$ cat config.mk
export PLATFORM = sky130hd
export DESIGN_NAME = rtc_sync_ctrl_flat
export DESIGN_NICKNAME = d
export VERILOG_FILES = /design/src/rtl/rtc_sync_ctrl_if.sv /design/src/rtl/rtc_sync_ctrl.sv /design/src/flat_wrapper.sv
export SDC_FILE = /design/constraint.sdc
export NUM_CORES = 1
export LEC_CHECK = 0
export BUFFER_PORTS_ARGS = -buffer_cell sky130_fd_sc_hd__buf_2
export CORE_MARGIN = 2
export CORE_UTILIZATION = 52
export DETAILED_ROUTE_END_ITERATION = 6
export HOLD_SLACK_MARGIN = 0.12
export PLACE_DENSITY = 0.8
export RECOVER_POWER = 100
export SLEW_MARGIN = 10
export SYNTH_ARGS = -nofsm -noshare
export SYNTH_HDL_FRONTEND = slang
export SYNTH_SLANG_ARGS = --single-unit
export TNS_END_PERCENT = 1
$ cat constraint.sdc
create_clock -name clk -period 2.6 [get_ports clk]
set_input_delay 0.52 -clock clk [delete_from_list [all_inputs] [get_ports clk]]
set_output_delay 0.52 -clock clk [all_outputs]
set_load 0.05 [all_outputs]
$ cat src/rtl/rtc_sync_ctrl_if.sv
// Handshake bundle between the RTC sync controller, its user-side time setter
// and the DS1302 serial driver. All time words are 56-bit BCD.
interface rtc_sync_ctrl_if;
    logic        set_req;
    logic [55:0] set_time;
    logic        set_ack;
    logic        drv_write_req;
    logic        drv_write_ack;
    logic [55:0] drv_write_time;
    logic        drv_read_req;
    logic        drv_read_ack;
    logic [55:0] drv_read_time;
    logic [55:0] time_out;
    logic        time_valid;
    logic        err_timeout;
    logic        err_bcd;

    modport master (
        input  set_req, set_time, drv_write_ack, drv_read_ack, drv_read_time,
        output set_ack, drv_write_req, drv_write_time, drv_read_req,
               time_out, time_valid, err_timeout, err_bcd
    );

    modport slave (
        output set_req, set_time, drv_write_ack, drv_read_ack, drv_read_time,
        input  set_ack, drv_write_req, drv_write_time, drv_read_req,
               time_out, time_valid, err_timeout, err_bcd
    );
endinterface

$ cat src/rtl/rtc_sync_ctrl.sv
// Keeps a validated copy of the DS1302 time: initial read, auto-init on clock
// halt (CH), periodic polling, user time writes and per-request timeouts.
module rtc_sync_ctrl #(
    parameter int unsigned POLL_CYCLES    = 5_000_000,
    parameter int unsigned TIMEOUT_CYCLES = 1_000_000,
    parameter logic [55:0] DEFAULT_TIME   = 56'h16_02_12_13_19_15_01,
    parameter bit          AUTO_INIT      = 1'b1
) (
    input  logic            clk,
    input  logic            rst,
    rtc_sync_ctrl_if.master io_bus
);

    localparam int unsigned PW = $clog2(POLL_CYCLES + 1);
    localparam int unsigned TW = $clog2(TIMEOUT_CYCLES + 1);
    localparam logic [PW-1:0] POLL_LAST = PW'(POLL_CYCLES - 1);
    localparam logic [TW-1:0] TO_LAST   = TW'(TIMEOUT_CYCLES - 1);
    localparam logic [55:0]   INIT_WORD = {DEFAULT_TIME[55:8], 1'b0, DEFAULT_TIME[6:0]};

    typedef enum logic [2:0] {
        S_INIT_RD,
        S_INIT_WR,
        S_IDLE,
        S_POLL_RD,
        S_SET_WR
    } state_t;

    state_t        r_state;
    state_t        w_state_nxt;
    logic          r_rd_req;
    logic          r_wr_req;
    logic          w_rd_req_nxt;
    logic          w_wr_req_nxt;
    logic [TW-1:0] r_to_cnt;
    logic [PW-1:0] r_poll_cnt;
    logic [55:0]   r_set_time;
    logic [55:0]   r_wr_time;
    logic          r_pending;
    logic          r_set_again;
    logic          r_set_ack;
    logic [55:0]   r_time_out;
    logic          r_time_valid;
    logic          r_err_timeout;
    logic          r_err_bcd;

    logic w_is_rd;
    logic w_is_wr;
    logic w_rd_done;
    logic w_wr_done;
    logic w_ack;
    logic w_req_any;
    logic w_timeout;
    logic w_poll_done;
    logic w_wr_load;
    logic w_ch;
    logic w_rd_ok;

    // Range check of a BCD time word; the CH bit is masked off before checking.
    function automatic logic time_ok(input logic [55:0] t);
        logic [55:0] m;
        logic        ok;
        m  = {t[55:8], 1'b0, t[6:0]};
        ok = 1'b1;
        for (int i = 0; i < 14; i++) begin
            if (m[i*4 +: 4] > 4'd9) ok = 1'b0;
        end
        if (m[7:0]   > 8'h59)                       ok = 1'b0;
        if (m[15:8]  > 8'h59)                       ok = 1'b0;
        if (m[23:16] > 8'h23)                       ok = 1'b0;
        if (m[31:24] == 8'h00 || m[31:24] > 8'h31)  ok = 1'b0;
        if (m[39:32] == 8'h00 || m[39:32] > 8'h12)  ok = 1'b0;
        if (m[47:40] == 8'h00 || m[47:40] > 8'h07)  ok = 1'b0;
        return ok;
    endfunction

    // Acks only count while the matching request is actually raised.
    assign w_is_rd     = (r_state == S_INIT_RD) || (r_state == S_POLL_RD);
    assign w_is_wr     = (r_state == S_INIT_WR) || (r_state == S_SET_WR);
    assign w_rd_done   = r_rd_req && io_bus.drv_read_ack;
    assign w_wr_done   = r_wr_req && io_bus.drv_write_ack;
    assign w_ack       = w_rd_done || w_wr_done;
    assign w_req_any   = r_rd_req || r_wr_req;
    assign w_timeout   = w_req_any && !w_ack && (r_to_cnt == TO_LAST);
    assign w_poll_done = (r_poll_cnt == POLL_LAST);
    assign w_wr_load   = w_is_wr && !r_wr_req;
    assign w_ch        = io_bus.drv_read_time[7];
    assign w_rd_ok     = time_ok(io_bus.drv_read_time);

    always_comb begin
        w_state_nxt  = r_state;
        w_rd_req_nxt = 1'b0;
        w_wr_req_nxt = 1'b0;
        case (r_state)
            S_INIT_RD, S_POLL_RD: begin
                w_rd_req_nxt = !w_rd_done && !w_timeout;
                if (w_timeout)      w_state_nxt = S_IDLE;
                else if (w_rd_done) w_state_nxt = (w_ch && AUTO_INIT) ? S_INIT_WR : S_IDLE;
            end
            S_INIT_WR, S_SET_WR: begin
                w_wr_req_nxt = !w_wr_done && !w_timeout;
                if (w_timeout)      w_state_nxt = S_IDLE;
                else if (w_wr_done) w_state_nxt = S_POLL_RD;
            end
            S_IDLE: begin
                if (r_pending)        w_state_nxt = S_SET_WR;
                else if (w_poll_done) w_state_nxt = S_POLL_RD;
            end
            default: w_state_nxt = S_INIT_RD;
        endcase
    end

    // NOTE: all sequential state uses non-blocking assignments so every register
    // samples pre-edge values, independent of statement order.
    always_ff @(posedge clk) begin
        if (rst) begin
            r_state       <= S_INIT_RD;
            r_rd_req      <= 1'b0;
            r_wr_req      <= 1'b0;
            r_to_cnt      <= '0;
            r_poll_cnt    <= '0;
            r_wr_time     <= '0;
            r_pending     <= 1'b0;
            r_set_again   <= 1'b0;
            r_set_ack     <= 1'b0;
            r_time_out    <= '0;
            r_time_valid  <= 1'b0;
            r_err_timeout <= 1'b0;
            r_err_bcd     <= 1'b0;
        end else begin
            r_state    <= w_state_nxt;
            r_rd_req   <= w_rd_req_nxt;
            r_wr_req   <= w_wr_req_nxt;
            r_to_cnt   <= (w_req_any && !w_ack && !w_timeout) ? r_to_cnt + TW'(1) : '0;
            // IDLE lasts exactly POLL_CYCLES cycles; the count restarts on every entry.
            r_poll_cnt <= (r_state == S_IDLE && w_state_nxt == S_IDLE) ? r_poll_cnt + PW'(1) : '0;
            r_set_ack  <= (r_state == S_SET_WR) && w_wr_done;

            if (w_wr_load) begin
                r_wr_time <= (r_state == S_SET_WR)
                           ? {r_set_time[55:8], 1'b0, r_set_time[6:0]} : INIT_WORD;
            end

            // A set arriving after the write word was captured keeps the request pending.
            if (io_bus.set_req)                     r_set_again <= 1'b1;
            else if (w_wr_load && r_state == S_SET_WR) r_set_again <= 1'b0;

            if (io_bus.set_req)                     r_pending <= 1'b1;
            else if (r_state == S_SET_WR && w_wr_done) r_pending <= r_set_again;

            if (w_timeout)  r_err_timeout <= 1'b1;
            else if (w_ack) r_err_timeout <= 1'b0;

            if (w_rd_done) begin
                if (w_ch) begin
                    r_time_valid <= 1'b0;
                end else if (w_rd_ok) begin
                    r_time_out   <= io_bus.drv_read_time;
                    r_time_valid <= 1'b1;
                    r_err_bcd    <= 1'b0;
                end else begin
                    r_err_bcd    <= 1'b1;
                end
            end
        end
    end

    // NOTE: r_set_time is pure data, only read after a set_req has loaded it, so it
    // carries no reset.
    always_ff @(posedge clk) begin
        if (io_bus.set_req) r_set_time <= io_bus.set_time;
    end

    assign io_bus.drv_read_req   = r_rd_req;
    assign io_bus.drv_write_req  = r_wr_req;
    assign io_bus.drv_write_time = r_wr_time;
    assign io_bus.set_ack        = r_set_ack;
    assign io_bus.time_out       = r_time_out;
    assign io_bus.time_valid     = r_time_valid;
    assign io_bus.err_timeout    = r_err_timeout;
    assign io_bus.err_bcd        = r_err_bcd;

endmodule

$ cat src/flat_wrapper.sv
// flat-port wrapper written by rule: the top's interface ports become plain ports
module rtc_sync_ctrl_flat 
#(
    parameter int unsigned POLL_CYCLES    = 5_000_000,
    parameter int unsigned TIMEOUT_CYCLES = 1_000_000,
    parameter logic [55:0] DEFAULT_TIME   = 56'h16_02_12_13_19_15_01,
    parameter bit          AUTO_INIT      = 1'b1
)
  (clk, rst, io_bus_set_req, io_bus_set_time, io_bus_drv_write_ack, io_bus_drv_read_ack, io_bus_drv_read_time, io_bus_set_ack, io_bus_drv_write_req, io_bus_drv_write_time, io_bus_drv_read_req, io_bus_time_out, io_bus_time_valid, io_bus_err_timeout, io_bus_err_bcd);
  rtc_sync_ctrl_if io_bus_i ();
  input  logic clk;
  input  logic rst;
  input wire logic [$bits(io_bus_i.set_req)-1:0] io_bus_set_req;
  input wire logic [$bits(io_bus_i.set_time)-1:0] io_bus_set_time;
  input wire logic [$bits(io_bus_i.drv_write_ack)-1:0] io_bus_drv_write_ack;
  input wire logic [$bits(io_bus_i.drv_read_ack)-1:0] io_bus_drv_read_ack;
  input wire logic [$bits(io_bus_i.drv_read_time)-1:0] io_bus_drv_read_time;
  output wire logic [$bits(io_bus_i.set_ack)-1:0] io_bus_set_ack;
  output wire logic [$bits(io_bus_i.drv_write_req)-1:0] io_bus_drv_write_req;
  output wire logic [$bits(io_bus_i.drv_write_time)-1:0] io_bus_drv_write_time;
  output wire logic [$bits(io_bus_i.drv_read_req)-1:0] io_bus_drv_read_req;
  output wire logic [$bits(io_bus_i.time_out)-1:0] io_bus_time_out;
  output wire logic [$bits(io_bus_i.time_valid)-1:0] io_bus_time_valid;
  output wire logic [$bits(io_bus_i.err_timeout)-1:0] io_bus_err_timeout;
  output wire logic [$bits(io_bus_i.err_bcd)-1:0] io_bus_err_bcd;
  assign io_bus_i.set_req = io_bus_set_req;
  assign io_bus_i.set_time = io_bus_set_time;
  assign io_bus_i.drv_write_ack = io_bus_drv_write_ack;
  assign io_bus_i.drv_read_ack = io_bus_drv_read_ack;
  assign io_bus_i.drv_read_time = io_bus_drv_read_time;
  assign io_bus_set_ack = io_bus_i.set_ack;
  assign io_bus_drv_write_req = io_bus_i.drv_write_req;
  assign io_bus_drv_write_time = io_bus_i.drv_write_time;
  assign io_bus_drv_read_req = io_bus_i.drv_read_req;
  assign io_bus_time_out = io_bus_i.time_out;
  assign io_bus_time_valid = io_bus_i.time_valid;
  assign io_bus_err_timeout = io_bus_i.err_timeout;
  assign io_bus_err_bcd = io_bus_i.err_bcd;
  rtc_sync_ctrl #(.POLL_CYCLES(POLL_CYCLES), .TIMEOUT_CYCLES(TIMEOUT_CYCLES), .DEFAULT_TIME(DEFAULT_TIME), .AUTO_INIT(AUTO_INIT)) u_core (.clk(clk), .rst(rst), .io_bus(io_bus_i));
endmodule
## Word level (Yosys, flattened, before mapping)

Index checks and enable logic that the tools add are counted.

| storage, ports and cells | value |
|---|---|
| flip-flop bits (word level) | 221 |
| bits of input ports | 117 |

| operators by class | value |
|---|---|
| add/subtract/negate cells | 2 |
| magnitude comparators | 20 |
| equal/unequal tests | 7 |
| mux-type cells | 38 |
| bitwise logic cells | 5 |
| reductions and logical operators | 39 |

Operators by type and width:

| kind | count |
|---|---|
| 2-to-1 mux 56 bit | 1 |
| greater-than comparator 4 bit, second input constant | 13 |
| 2-to-1 mux 1 bit | 29 |
| zero test 8 bit | 3 |
| adder 23 x 1 -> 23 bit, second input constant | 1 |
| == test 23 bit, second input constant | 1 |
| adder 20 x 1 -> 20 bit, second input constant | 1 |
| == test 20 bit, second input constant | 1 |
| 2-to-1 mux 3 bit | 6 |
| greater-than comparator 8 x 6 -> 1 bit, second input constant | 2 |
| OR reduction 2 bit | 6 |
| logical AND 1 bit | 11 |
| == test 3 x 2 -> 1 bit, second input constant | 3 |
| case mux 3 bit (3 select lines) | 1 |
| greater-than comparator 8 x 3 -> 1 bit, second input constant | 1 |
| greater-than comparator 8 x 5 -> 1 bit, second input constant | 1 |
| greater-than comparator 8 x 7 -> 1 bit, second input constant | 1 |
| nonzero test 2 bit | 4 |
| greater-than comparator 7 bit, second input constant | 1 |
| logical OR 1 bit | 6 |
| zero test 1 bit | 5 |
| inverter 1 bit | 5 |
| greater-than comparator 3 x 4 -> 1 bit, second input constant | 1 |
| AND reduction 2 bit | 2 |
| other kinds (5) | 5 |

## Depth between registers and ports, before layout

| depth | value |
|---|---|
| depth in word-level cells | 23 |
| depth in mapped cells | 8 |
| mapped depth without buffers | 6 |

## Worst setup path before layout

OpenSTA, ideal clock, no wires.

| timing path | value |
|---|---|
| path type | reg2reg |
| start point | register u_core.r_rd_req (netlist: u_core.io_bus.drv_read_req) |
| end point | register u_core.r_time_out[49] (netlist: u_core.io_bus.time_out[49]) |
| arrival | 2.259 ns |
| path slack | 0.270 ns |
| stages on the path, launching flop included | 8 |
| cell sequence | dfxtp_1 -> and4bb_1 -> nand4_1 -> or4_4 -> nor4_4 -> buf_6 -> buf_6 -> mux2i_1 |

| between the ends | value |
|---|---|
| cells in the longest elaborated chain, start to end | 2 |

Ends and longest elaborated chain:

| item | line | RTL |
|---|---|---|
| from (decl) | rtc_sync_ctrl.sv:30 | `logic r_rd_req;` |
| from (signal assigned) | rtc_sync_ctrl.sv:131 | `r_rd_req <= w_rd_req_nxt;` |
| logical AND 1 bit | rtc_sync_ctrl.sv:79 | `assign w_rd_done = r_rd_req && io_bus.drv_read_ack;` |
| AND reduction 3 bit (no source line) | - |  |
| to (signal assigned) | rtc_sync_ctrl.sv:157 | `r_time_out <= io_bus.drv_read_time;` |
| to (decl) | rtc_sync_ctrl.sv:41 | `logic [55:0] r_time_out;` |

No other way between the ends.
A chain may end at the register's enable or synchronous reset.

## Worst setup path in the final report

Ends and elaborated chain as after synthesis.

==> summary.txt <==
Ys Warns = 0
Outcome = complete, no violations
Max-cap violation count = 0
Top_reg_cell synth = dfxtp_1
Average cell area after synthesis = 10.8 µm²
Post-Synthesis Cell Area = 0.00835 mm²
Via count = 6419
# setup viols final = 0
HPWL Detailed = 12500 µm
Mean number of vias per cell = 5.21
Yosys reg bits = 219
Most frequent cells in the layout = dfxtp_1, clkbuf_1, buf_2
Leak = 0.00374 µW
Count of different cell masters after synthesis = 49
Area after DPL = 0.00973 mm²
PD cells = 835 mW/mm²
Chip width = 131 µm
I/O pin total = 235
Pin count of the biggest net entering global routing = 87
CP Class = reg -> reg
Clock Pin Slew Worst Setup and Hold Paths = 0.06 ns
Buffers added on ports = 231
Clock skew = 0.0169 ns
Clock latency at the later pin of the worst-skew pair = 0.50 ns
Mapped Cells = 774
Post-CTS Resized = 0
Critical Path RT = 3.02 ns
DRC Markers = 0
Peak VDD IR = 0.000690 V
Grt ovf = 0
TritonCTS clock tree = yes
CTS Buffer Depth = 3
Hold Crit Class = in -> reg
Slew Limit Headroom = 0.162
Achievable frequency = 441 MHz
Sequential fraction of the synthesis area = 0.591
Startpoint Class = flip-flop
Root Driver = clkbuf_16
Slew @ Worst Pin = 1.26 ns
H-tree depth = 1
# rows = 46
CTS Sinks = 219
Initial Util = 0.530
Drt total wl = 18700 µm
Hold-fix buffers, CTS = 0
Die ar. = 0.0171 mm²
Ant. Diodes = 0
Pre-Repair DR Iteration Count = 5
Element type at the critical path end = flip-flop
Routed len/inst = 15.1 µm
RSZ-0062 raised after global routing = false
RePlAce Congestion = 0.810
Crit path DAT = 2.68 ns
Num CTS Buffers = 23
Die Ht = 131 µm
Tcrit/Tclk final = 0.871
Area delta synth->final = 23.4%
Core area = 0.0158 mm²
Post-CTS Setup Bufs = 0
Vias in the first global route = 6171
Final hold viol count = 0
Commonest non-fill, non-tap cell in the layout = dfxtp_1
Setup TNS = 0 ns
Drt initial violations = 368
Layout cell share with drive strength beyond 1 = 0.164
Final net count = 1119
Tot GR Track Use = 0.210
CP Max Fanout = 8
Final ANT Viol Nets = 0
Initial antenna violation count = 0
Max-slew violations = 0
Fraction of registers with async set/reset = 0
Post-synth EDFFs = 55
Fin crit period = 2.27 ns
First-pass GRT wire length = 29300 µm
Design area = 0.0103 mm²
-- area by class of cell --
cell class / count / area [µm²]
clock inverter: 3 / 18.8
tap: 216 / 270
clock buffer: 39 / 748
sequential: 219 / 4930
fill: 1308 / 5470
inverter: 9 / 33.8
multi-input combinational: 500 / 3160
timing repair buffer: 247 / 1140
-- logic make-up after synthesis --
family,count (synthesis),synth area share
simple gates,319,0.204
other cells,1,0.000449
compound gates,94,0.0764
xor+xnor,40,0.0420
mux,43,0.0515
buf+inv,56,0.0321
flops,219,0.591
fa+ha+maj,2,0.00300
-- flip-flops by register name (all words and copies together), names as in the netlist --
| register | count |
|---|---|
| u_core.io_bus.drv_read_req | 1 |
| u_core.io_bus.drv_write_req | 1 |
| u_core.io_bus.drv_write_time | 55 |
| u_core.io_bus.err_bcd | 1 |
| u_core.io_bus.err_timeout | 1 |
| u_core.io_bus.set_ack | 1 |
| u_core.io_bus.time_out | 55 |
| u_core.io_bus.time_valid | 1 |
| u_core.r_pending | 1 |
| u_core.r_poll_cnt | 23 |
| u_core.r_set_again | 1 |
| u_core.r_set_time | 55 |
| u_core.r_state | 3 |
| u_core.r_to_cnt | 20 |
-- critical path, stage by stage, from the launching register on --
cell	delay, ns
dfxtp_1	0.45
and4bb_1	0.23
nand4_1	0.06
or4_1	0.59
nor4_4	0.23
buf_4	0.20
clkbuf_1	0.20
mux2i_1	0.22
-- path summary, 6_finish.rpt --
| check | from | to | slack [ns] | depth (start not counted) |
|---|---|---|---|---|
| worst max-delay path | u_core.io_bus.drv_read_req$_SDFF_PP0_ | u_core.io_bus.time_out[49]$_SDFFE_PP0P_ | 0.33 | 7 |
| worst min-delay path | io_bus_set_time[24] | u_core.r_set_time[24]$_DFFE_PP_ | 0.19 | 1 |
| worst max register to register | u_core.io_bus.drv_read_req$_SDFF_PP0_ | u_core.io_bus.time_out[49]$_SDFFE_PP0P_ | 0.33 | 7 |
| worst min register to register | u_core.r_to_cnt[0]$_SDFF_PP0_ | u_core.r_to_cnt[0]$_SDFF_PP0_ | 0.46 | 1 |
-- cell usage after synthesis, types with 3 or more instances --
cell type,n,area [µm²]
buf_4,3,22.5
nor3_1,11,55.1
a21oi_1,5,25.0
edfxtp_1,55,1650
nand2_1,19,71.3
nor4b_1,3,26.3
nor3b_1,13,97.6
xor2_1,24,210
nor4_1,6,37.5
nand3_1,22,110
and4_1,5,43.8
a22oi_1,40,300
nand4_1,13,81.3
xnor2_1,16,140
inv_1,9,33.8
o21ai_0,18,90.1
nor2_1,113,424
buf_2,6,30.0
mux2i_1,43,430
and3_1,10,62.6
nand2b_1,88,551
o22ai_1,16,100
or3_1,4,25.0
dfxtp_1,164,3280
nand3b_1,3,22.5
clkbuf_1,31,116
-- where the power goes --
| part | internal (µW) | switching [µW] |
|---|---|---|
| sequential | 3720 | 155 |
| clock | 1950 | 1270 |
| combinational | 423 | 1080 |
-- layer usage --
layer	GRT usage	share of wire	vias to the layer above
li1	-	-	3169
met1	0.268	0.44	2991
met2	0.354	0.47	221
met3	0.0570	0.077	38
met4	0.0607	0.021	0
met5	0	0	-
-- per-stage QoR --
stage / util / total power, µW / instances / hold WS, ns / worst slack [ns]
6_report: 0.653 / 8600 / 1233 / 0.189 / 0.335
3_3_place_gp: 0.617 / 5430 / 1191 / 0.439 / 0.0530
2_1_floorplan: - / 5000 / 775 / 0.426 / 0.270
5_1_grt: 0.653 / 8980 / 1233 / 0.167 / 0.164
4_1_cts: 0.665 / 8720 / 1233 / 0.169 / 0.399
3_5_place_dp: 0.617 / 5480 / 1191 / 0.449 / 0.00511
Note: power is estimated with default switching activity, not from simulation.
